--- config.mk ---
export PLATFORM = sky130hd
export DESIGN_NAME = nn_selftest_sequencer
export DESIGN_NICKNAME = d
export VERILOG_FILES = /design/src/rtl/nn_pkg.sv /design/src/rtl/argmax_serial.sv /design/src/rtl/nn_selftest_sequencer.sv
export SDC_FILE = /design/constraint.sdc
export NUM_CORES = 1
export LEC_CHECK = 0
export BUFFER_PORTS_ARGS = -buffer_cell sky130_fd_sc_hd__buf_2
export CAP_MARGIN = 20
export CORE_MARGIN = 2
export CORE_UTILIZATION = 30
export CTS_CLUSTER_SIZE = 16
export DETAILED_ROUTE_END_ITERATION = 12
export GPL_ROUTABILITY_DRIVEN = 0
export HOLD_SLACK_MARGIN = 0.15
export PLACE_DENSITY = 0.6
export SYNTH_ARGS = -nofsm -noshare
export SYNTH_HDL_FRONTEND = slang
export SYNTH_HIERARCHICAL = 1
export SYNTH_SLANG_ARGS = --single-unit
--- constraint.sdc ---
create_clock -name Clk -period 7.1 [get_ports Clk]
set_clock_uncertainty 0.15 [all_clocks]
set_input_delay 0.355 -clock Clk [delete_from_list [all_inputs] [get_ports Clk]]
set_output_delay 0.355 -clock Clk [all_outputs]
set_load 0.01 [all_outputs]
--- src/rtl/nn_pkg.sv ---
// Shared types and default sizing for the NN inference core and its self-test sequencer.
package nn_pkg;

    localparam int unsigned NUM_CLASSES = 10;
    localparam int unsigned PROB_W      = 16;

    typedef logic [PROB_W-1:0] prob_t;

    typedef enum logic [2:0] {
        ST_IDLE,
        ST_PULSE,
        ST_WAIT,
        ST_SCAN,
        ST_CHECK,
        ST_FIN
    } st_state_e;

endpackage

--- src/rtl/argmax_serial.sv ---
// Serial argmax over NUM_CLASSES unsigned probability words, one class per cycle.
// Ties keep the lowest index; valid pulses for one cycle when idx/max are final.
module argmax_serial #(
    parameter int unsigned NUM_CLASSES = nn_pkg::NUM_CLASSES,
    parameter int unsigned PROB_W      = nn_pkg::PROB_W,
    parameter int unsigned IDX_W       = $clog2(NUM_CLASSES)
) (
    input  logic                          clk,
    input  logic                          rst,
    input  logic                          start,
    input  logic [NUM_CLASSES*PROB_W-1:0] prob,
    output logic [IDX_W-1:0]              idx,
    output logic [PROB_W-1:0]             max,
    output logic                          valid
);

    logic [PROB_W-1:0] word [NUM_CLASSES];
    logic [IDX_W-1:0]  k_q;
    logic              running_q;

    for (genvar i = 0; i < NUM_CLASSES; i++) begin : g_word
        assign word[i] = prob[i*PROB_W +: PROB_W];
    end

    // start seeds the running max with class 0; later classes replace it only when strictly larger
    always_ff @(posedge clk or posedge rst) begin
        if (rst) begin
            idx       <= '0;
            max       <= '0;
            valid     <= 1'b0;
            k_q       <= '0;
            running_q <= 1'b0;
        end else begin
            valid <= 1'b0;
            if (start) begin
                max       <= word[0];
                idx       <= '0;
                k_q       <= IDX_W'(1);
                running_q <= (NUM_CLASSES > 1);
                valid     <= (NUM_CLASSES == 1);
            end else if (running_q) begin
                if (word[k_q] > max) begin
                    max <= word[k_q];
                    idx <= k_q;
                end
                if (k_q == IDX_W'(NUM_CLASSES - 1)) begin
                    running_q <= 1'b0;
                    valid     <= 1'b1;
                end
                k_q <= k_q + IDX_W'(1);
            end
        end
    end

endmodule

--- src/rtl/nn_selftest_sequencer.sv ---
// On-chip self-test: pulses the NN core per stored vector, scans its argmax and
// tallies label matches, so the board can report pass/fail without a simulator.
module nn_selftest_sequencer #(
    parameter int unsigned NUM_CLASSES    = nn_pkg::NUM_CLASSES,
    parameter int unsigned PROB_W         = nn_pkg::PROB_W,
    parameter int unsigned NUM_VECTORS    = 8,
    parameter int unsigned PULSE_CYCLES   = 20,
    parameter int unsigned TIMEOUT_CYCLES = 65535,
    parameter int unsigned IDX_W          = $clog2(NUM_CLASSES),
    parameter int unsigned VEC_W          = $clog2(NUM_VECTORS)
) (
    input  logic                          Clk,
    input  logic                          Reset,
    input  logic                          start,
    output logic [VEC_W-1:0]              vec_idx,
    input  logic [IDX_W-1:0]              vec_label,
    output logic                          core_key_n,
    input  logic                          core_done,
    input  logic [NUM_CLASSES*PROB_W-1:0] prob,
    output logic                          busy,
    output logic                          done,
    output logic [VEC_W:0]                pass_count,
    output logic [VEC_W:0]                fail_count,
    output logic [IDX_W-1:0]              last_argmax,
    output logic                          timeout_err
);

    import nn_pkg::*;

    localparam int unsigned CNT_W   = VEC_W + 1;
    localparam int unsigned TMR_MAX = (PULSE_CYCLES > TIMEOUT_CYCLES) ? PULSE_CYCLES : TIMEOUT_CYCLES;
    localparam int unsigned TMR_W   = $clog2(TMR_MAX + 1);

    st_state_e        state_q, state_d;
    logic [TMR_W-1:0] timer_q, timer_d;
    logic [VEC_W-1:0] vec_idx_d;
    logic [CNT_W-1:0] pass_d, fail_d;
    logic [IDX_W-1:0] argmax_d;
    logic             key_d, busy_d, done_d, terr_d;
    logic             advance_c;
    logic             scan_start_c;
    logic             scan_valid;
    logic [IDX_W-1:0] scan_idx;
    logic [PROB_W-1:0] scan_max_unused;

    argmax_serial #(
        .NUM_CLASSES(NUM_CLASSES),
        .PROB_W     (PROB_W),
        .IDX_W      (IDX_W)
    ) u_argmax (
        .clk  (Clk),
        .rst  (Reset),
        .start(scan_start_c),
        .prob (prob),
        .idx  (scan_idx),
        .max  (scan_max_unused),
        .valid(scan_valid)
    );

    // Next-state and next-output logic; the timer is shared by PULSE, WAIT and SCAN entry
    always_comb begin
        state_d      = state_q;
        timer_d      = timer_q;
        vec_idx_d    = vec_idx;
        key_d        = core_key_n;
        busy_d       = busy;
        done_d       = 1'b0;
        pass_d       = pass_count;
        fail_d       = fail_count;
        argmax_d     = last_argmax;
        terr_d       = timeout_err;
        advance_c    = 1'b0;
        scan_start_c = 1'b0;

        case (state_q)
            ST_IDLE: begin
                if (start) begin
                    pass_d    = '0;
                    fail_d    = '0;
                    terr_d    = 1'b0;
                    vec_idx_d = '0;
                    busy_d    = 1'b1;
                    key_d     = 1'b0;
                    timer_d   = '0;
                    state_d   = ST_PULSE;
                end
            end
            ST_PULSE: begin
                if (timer_q == TMR_W'(PULSE_CYCLES - 1)) begin
                    key_d   = 1'b1;
                    timer_d = '0;
                    state_d = ST_WAIT;
                end else begin
                    timer_d = timer_q + TMR_W'(1);
                end
            end
            ST_WAIT: begin
                if (core_done) begin
                    timer_d = '0;
                    state_d = ST_SCAN;
                end else if (timer_q == TMR_W'(TIMEOUT_CYCLES - 1)) begin
                    fail_d    = fail_count + CNT_W'(1);
                    terr_d    = 1'b1;
                    advance_c = 1'b1;
                end else begin
                    timer_d = timer_q + TMR_W'(1);
                end
            end
            ST_SCAN: begin
                scan_start_c = (timer_q == '0);
                timer_d      = TMR_W'(1);
                if (scan_valid) begin
                    state_d = ST_CHECK;
                end
            end
            ST_CHECK: begin
                argmax_d = scan_idx;
                if (scan_idx == vec_label) begin
                    pass_d = pass_count + CNT_W'(1);
                end else begin
                    fail_d = fail_count + CNT_W'(1);
                end
                advance_c = 1'b1;
            end
            ST_FIN: begin
                state_d = ST_IDLE;
            end
            default: begin
                state_d = ST_IDLE;
            end
        endcase

        if (advance_c) begin
            if (vec_idx == VEC_W'(NUM_VECTORS - 1)) begin
                busy_d  = 1'b0;
                done_d  = 1'b1;
                state_d = ST_FIN;
            end else begin
                vec_idx_d = vec_idx + VEC_W'(1);
                key_d     = 1'b0;
                timer_d   = '0;
                state_d   = ST_PULSE;
            end
        end
    end

    always_ff @(posedge Clk or posedge Reset) begin
        if (Reset) begin
            state_q     <= ST_IDLE;
            timer_q     <= '0;
            vec_idx     <= '0;
            core_key_n  <= 1'b1;
            busy        <= 1'b0;
            done        <= 1'b0;
            pass_count  <= '0;
            fail_count  <= '0;
            last_argmax <= '0;
            timeout_err <= 1'b0;
        end else begin
            state_q     <= state_d;
            timer_q     <= timer_d;
            vec_idx     <= vec_idx_d;
            core_key_n  <= key_d;
            busy        <= busy_d;
            done        <= done_d;
            pass_count  <= pass_d;
            fail_count  <= fail_d;
            last_argmax <= argmax_d;
            timeout_err <= terr_d;
        end
    end

endmodule

==> flow_summary.toml <==
[routing]
route.detailed.drc = 0
drt_wl_total_um = 16200
drt_pass1_iterations = 4
avgRoutedWirePerCell_um = 17.1
detail-route-antenna-nets = 0
drtIter0Drc = 290
routed_via_density = 5.20
vias = 4930

[finish]
finalNonFillerCells = 948
nNetsFinal = 916
final_layout_size_suffix_gt1_share_pct = 36.0
layout_common_cells = "186 x buf_2, 61 x dfrtp_1, 52 x mux2i_1"
area_growth_syn_to_layout_pct = 30.8
final_common_cell = "buf_2"

[clock_network]
clkSinkCount = 64
h-tree-depth = 3
cts_setup_buffers = 0
cts-buffers-inserted = 9
cts_root_buf = "clkbuf_16"
insertion_delay_ns = 0.34
path_clk_slew_ns = 0.05
clk_path_buf_depth = 2
tritoncts = "built"

[timing]
setup_viol = 0
period_needed_ns = 4.81
final-max-slew-violation-count = 0
relSlewSlack_pct = 28.9
rsz0062_at_grt = "no"
finalHoldViolCount = 0
fin_crit_sh_pct = 67.8
max_freq_ghz = 0.208
tns_ns = 0
tightest_slew_ns = 1.06

[synthesis]
ys_types = 63
ys.flop_type = "dfrtp_1"
syn_area_per_cell_um2 = 9.55
ys_ff_latch = 64
async_flop_share_pct = 100
synth_warnings = 6
syn_inst = 537
syn_nets = 730
seq_area_frac_synth_pct = 31.3
synth_edf_count = 0
syn_area_um2 = 5130

[job]
cap_violations = 0

[global_routing]
gr-total-overflow = 0
grt_antenna_before_repair = 1
grt_first_pass_wirelength_um = 26400
grt_usage_pct = 18.5
grt_max_degree = 43
grt_pass1_vias = 5010

[setup_path]
critical_path.max_fanout = 41
cp.arrival_ns = 4.87
start_kind = "flop"
startpoint = "u_argmax/k_q[0]$_DFFE_PP0P_"
timing.rr.start = "u_argmax/k_q[0]$_DFFE_PP0P_"
worstSetupPathType = "reg -> reg"
cp-end-kind = "flop"
crit_required_ns = 7.16

[floorplan]
die_h_um = 135
die_w_um = 135
start_util_pct = 30.8
dieArea_um2 = 18100
fp.coreArea_um2 = 16600
io_pins = 187
rows = 47

[run_status]
status = "finished clean"

[placement]
place_inst = 913
dp_hpwl_um = 12600
io_buffers = 186

[power_and_ir_drop]
p_leak_nw = 3.08
ir_worst_vdd_mv = 0.157
power-per-cell-area_nw_per_um2 = 395

[hold_path]
hp-class = "reg -> reg"
hold_start = "busy$_DFF_PP0_"
[final timing paths]
check	end	slack [ns]	cells past startpoint
min	busy$_DFF_PP0_	0.34	1
max in group asynchronous	core_key_n$_DFF_PP1_	5.86	4
max	u_argmax/max[9]$_DFFE_PP0P_	2.29	10
min in group asynchronous	u_argmax/max[8]$_DFFE_PP0P_	0.38	3
max reg2reg	u_argmax/max[9]$_DFFE_PP0P_	2.29	10
min reg2reg	busy$_DFF_PP0_	0.34	1
[flip-flops by register name, summed over array words and instances (netlist names)]
name and cells:
busy 1, u_argmax/running_q 1, timer_q 16, u_argmax/k_q 4
last_argmax 4, done 1, timeout_err 1, pass_count 4
vec_idx 3, state_q 3, fail_count 4, u_argmax/valid 1
u_argmax/max 16, core_key_n 1, u_argmax/idx 4
[layout make-up]
type | count | area, um^2
multi-input cells | 404 | 3220
inverters | 31 | 116
flip-flops and latches | 64 | 1610
clock buffers | 11 | 243
well taps | 220 | 275
fillers | 1648 | 9940
repair buffers | 213 | 1190
diodes | 1 | 2.50
clock inverters | 4 | 45.0
[report_power, final]
part	internal [mW]	switching, mW	leakage (nW)	total (mW)
Clock	0.277	0.160	0.145	0.438
Combinational	0.741	0.754	2.11	1.50
Sequential	0.486	0.230	0.823	0.717
[layer usage]
| metal | wire length [um] | up-vias | global-route usage [%] |
|---|---|---|---|
| met5 | 0 | - | 0 |
| met4 | 247 | 0 | 6.67 |
| met3 | 843 | 14 | 4.02 |
| met2 | 8290 | 168 | 31.9 |
| met1 | 6840 | 2334 | 22.7 |
| li1 | - | 2414 | - |
[critical path, stage by stage, from the launching register on]
cell     delay [ns]
dfrtp_2        1.03
or3_1          0.59
o22ai_1        0.21
a221o_1        0.34
ha_1           0.29
nand4_1        0.17
or4_1          0.58
a21o_1         0.20
a31oi_4        0.74
mux2i_1        0.28
o21ai_1        0.07
[Yosys cell counts (5+ instances only)]
library cell  number  area [um^2]
a311oi_1           7         61.3
nor2b_1            6         37.5
a221o_1           14          140
o211ai_1           5         37.5
nor3_1             6         30.0
dfrtp_1           63         1580
a21oi_1           21          105
nand2_1           36          135
nor4_1             7         43.8
nand2b_1           5         31.3
buf_1              5         18.8
o21ai_0           20          100
and2_1             5         31.3
mux2i_1           52          521
xor2_1             8         70.1
ha_1              25          313
buf_2              8         40.0
nand4_1            9         56.3
o22ai_1           20          125
nor2_1            30          113
mux2_2            21          236
o21ai_1           17         85.1
inv_1             30          113
mux4_2            16          360
nand3_1           11         55.1
clkbuf_1          17         63.8
[cells by family (layout without fill, tap and decap cells)]
kind of cell / count (synthesis) / count (layout) / synth area share (%)
fa+ha+maj: 25 / 25 / 6.10
buf+inv: 69 / 259 / 5.96
xor+xnor: 10 / 10 / 1.71
other cells: 0 / 1 / 0
flops: 64 / 64 / 31.3
compound gates: 138 / 138 / 18.5
mux: 89 / 89 / 21.8
simple gates: 142 / 142 / 14.6
[per-stage QoR]
step	setup WS, ns	utilization, %	hold WS [ns]	cell area (um^2)	total power [mW]
4_1_cts	2.21	40.2	0.345	6690	2.68
6_report	2.29	40.3	0.341	6710	2.65
2_1_floorplan	3.41	-	0.245	5130	1.87
5_1_grt	1.92	40.3	0.358	6710	2.89
3_3_place_gp	2.37	37.3	0.327	6200	2.20
3_5_place_dp	2.21	37.4	0.172	6230	2.22
[repair_timing]
item / in CTS / in global routing
endpoints found under the hold margin: 79 / 0
hold buffers: 17 / 0
resized for setup: 0 / 0
(Power assumes the default switching activity.)
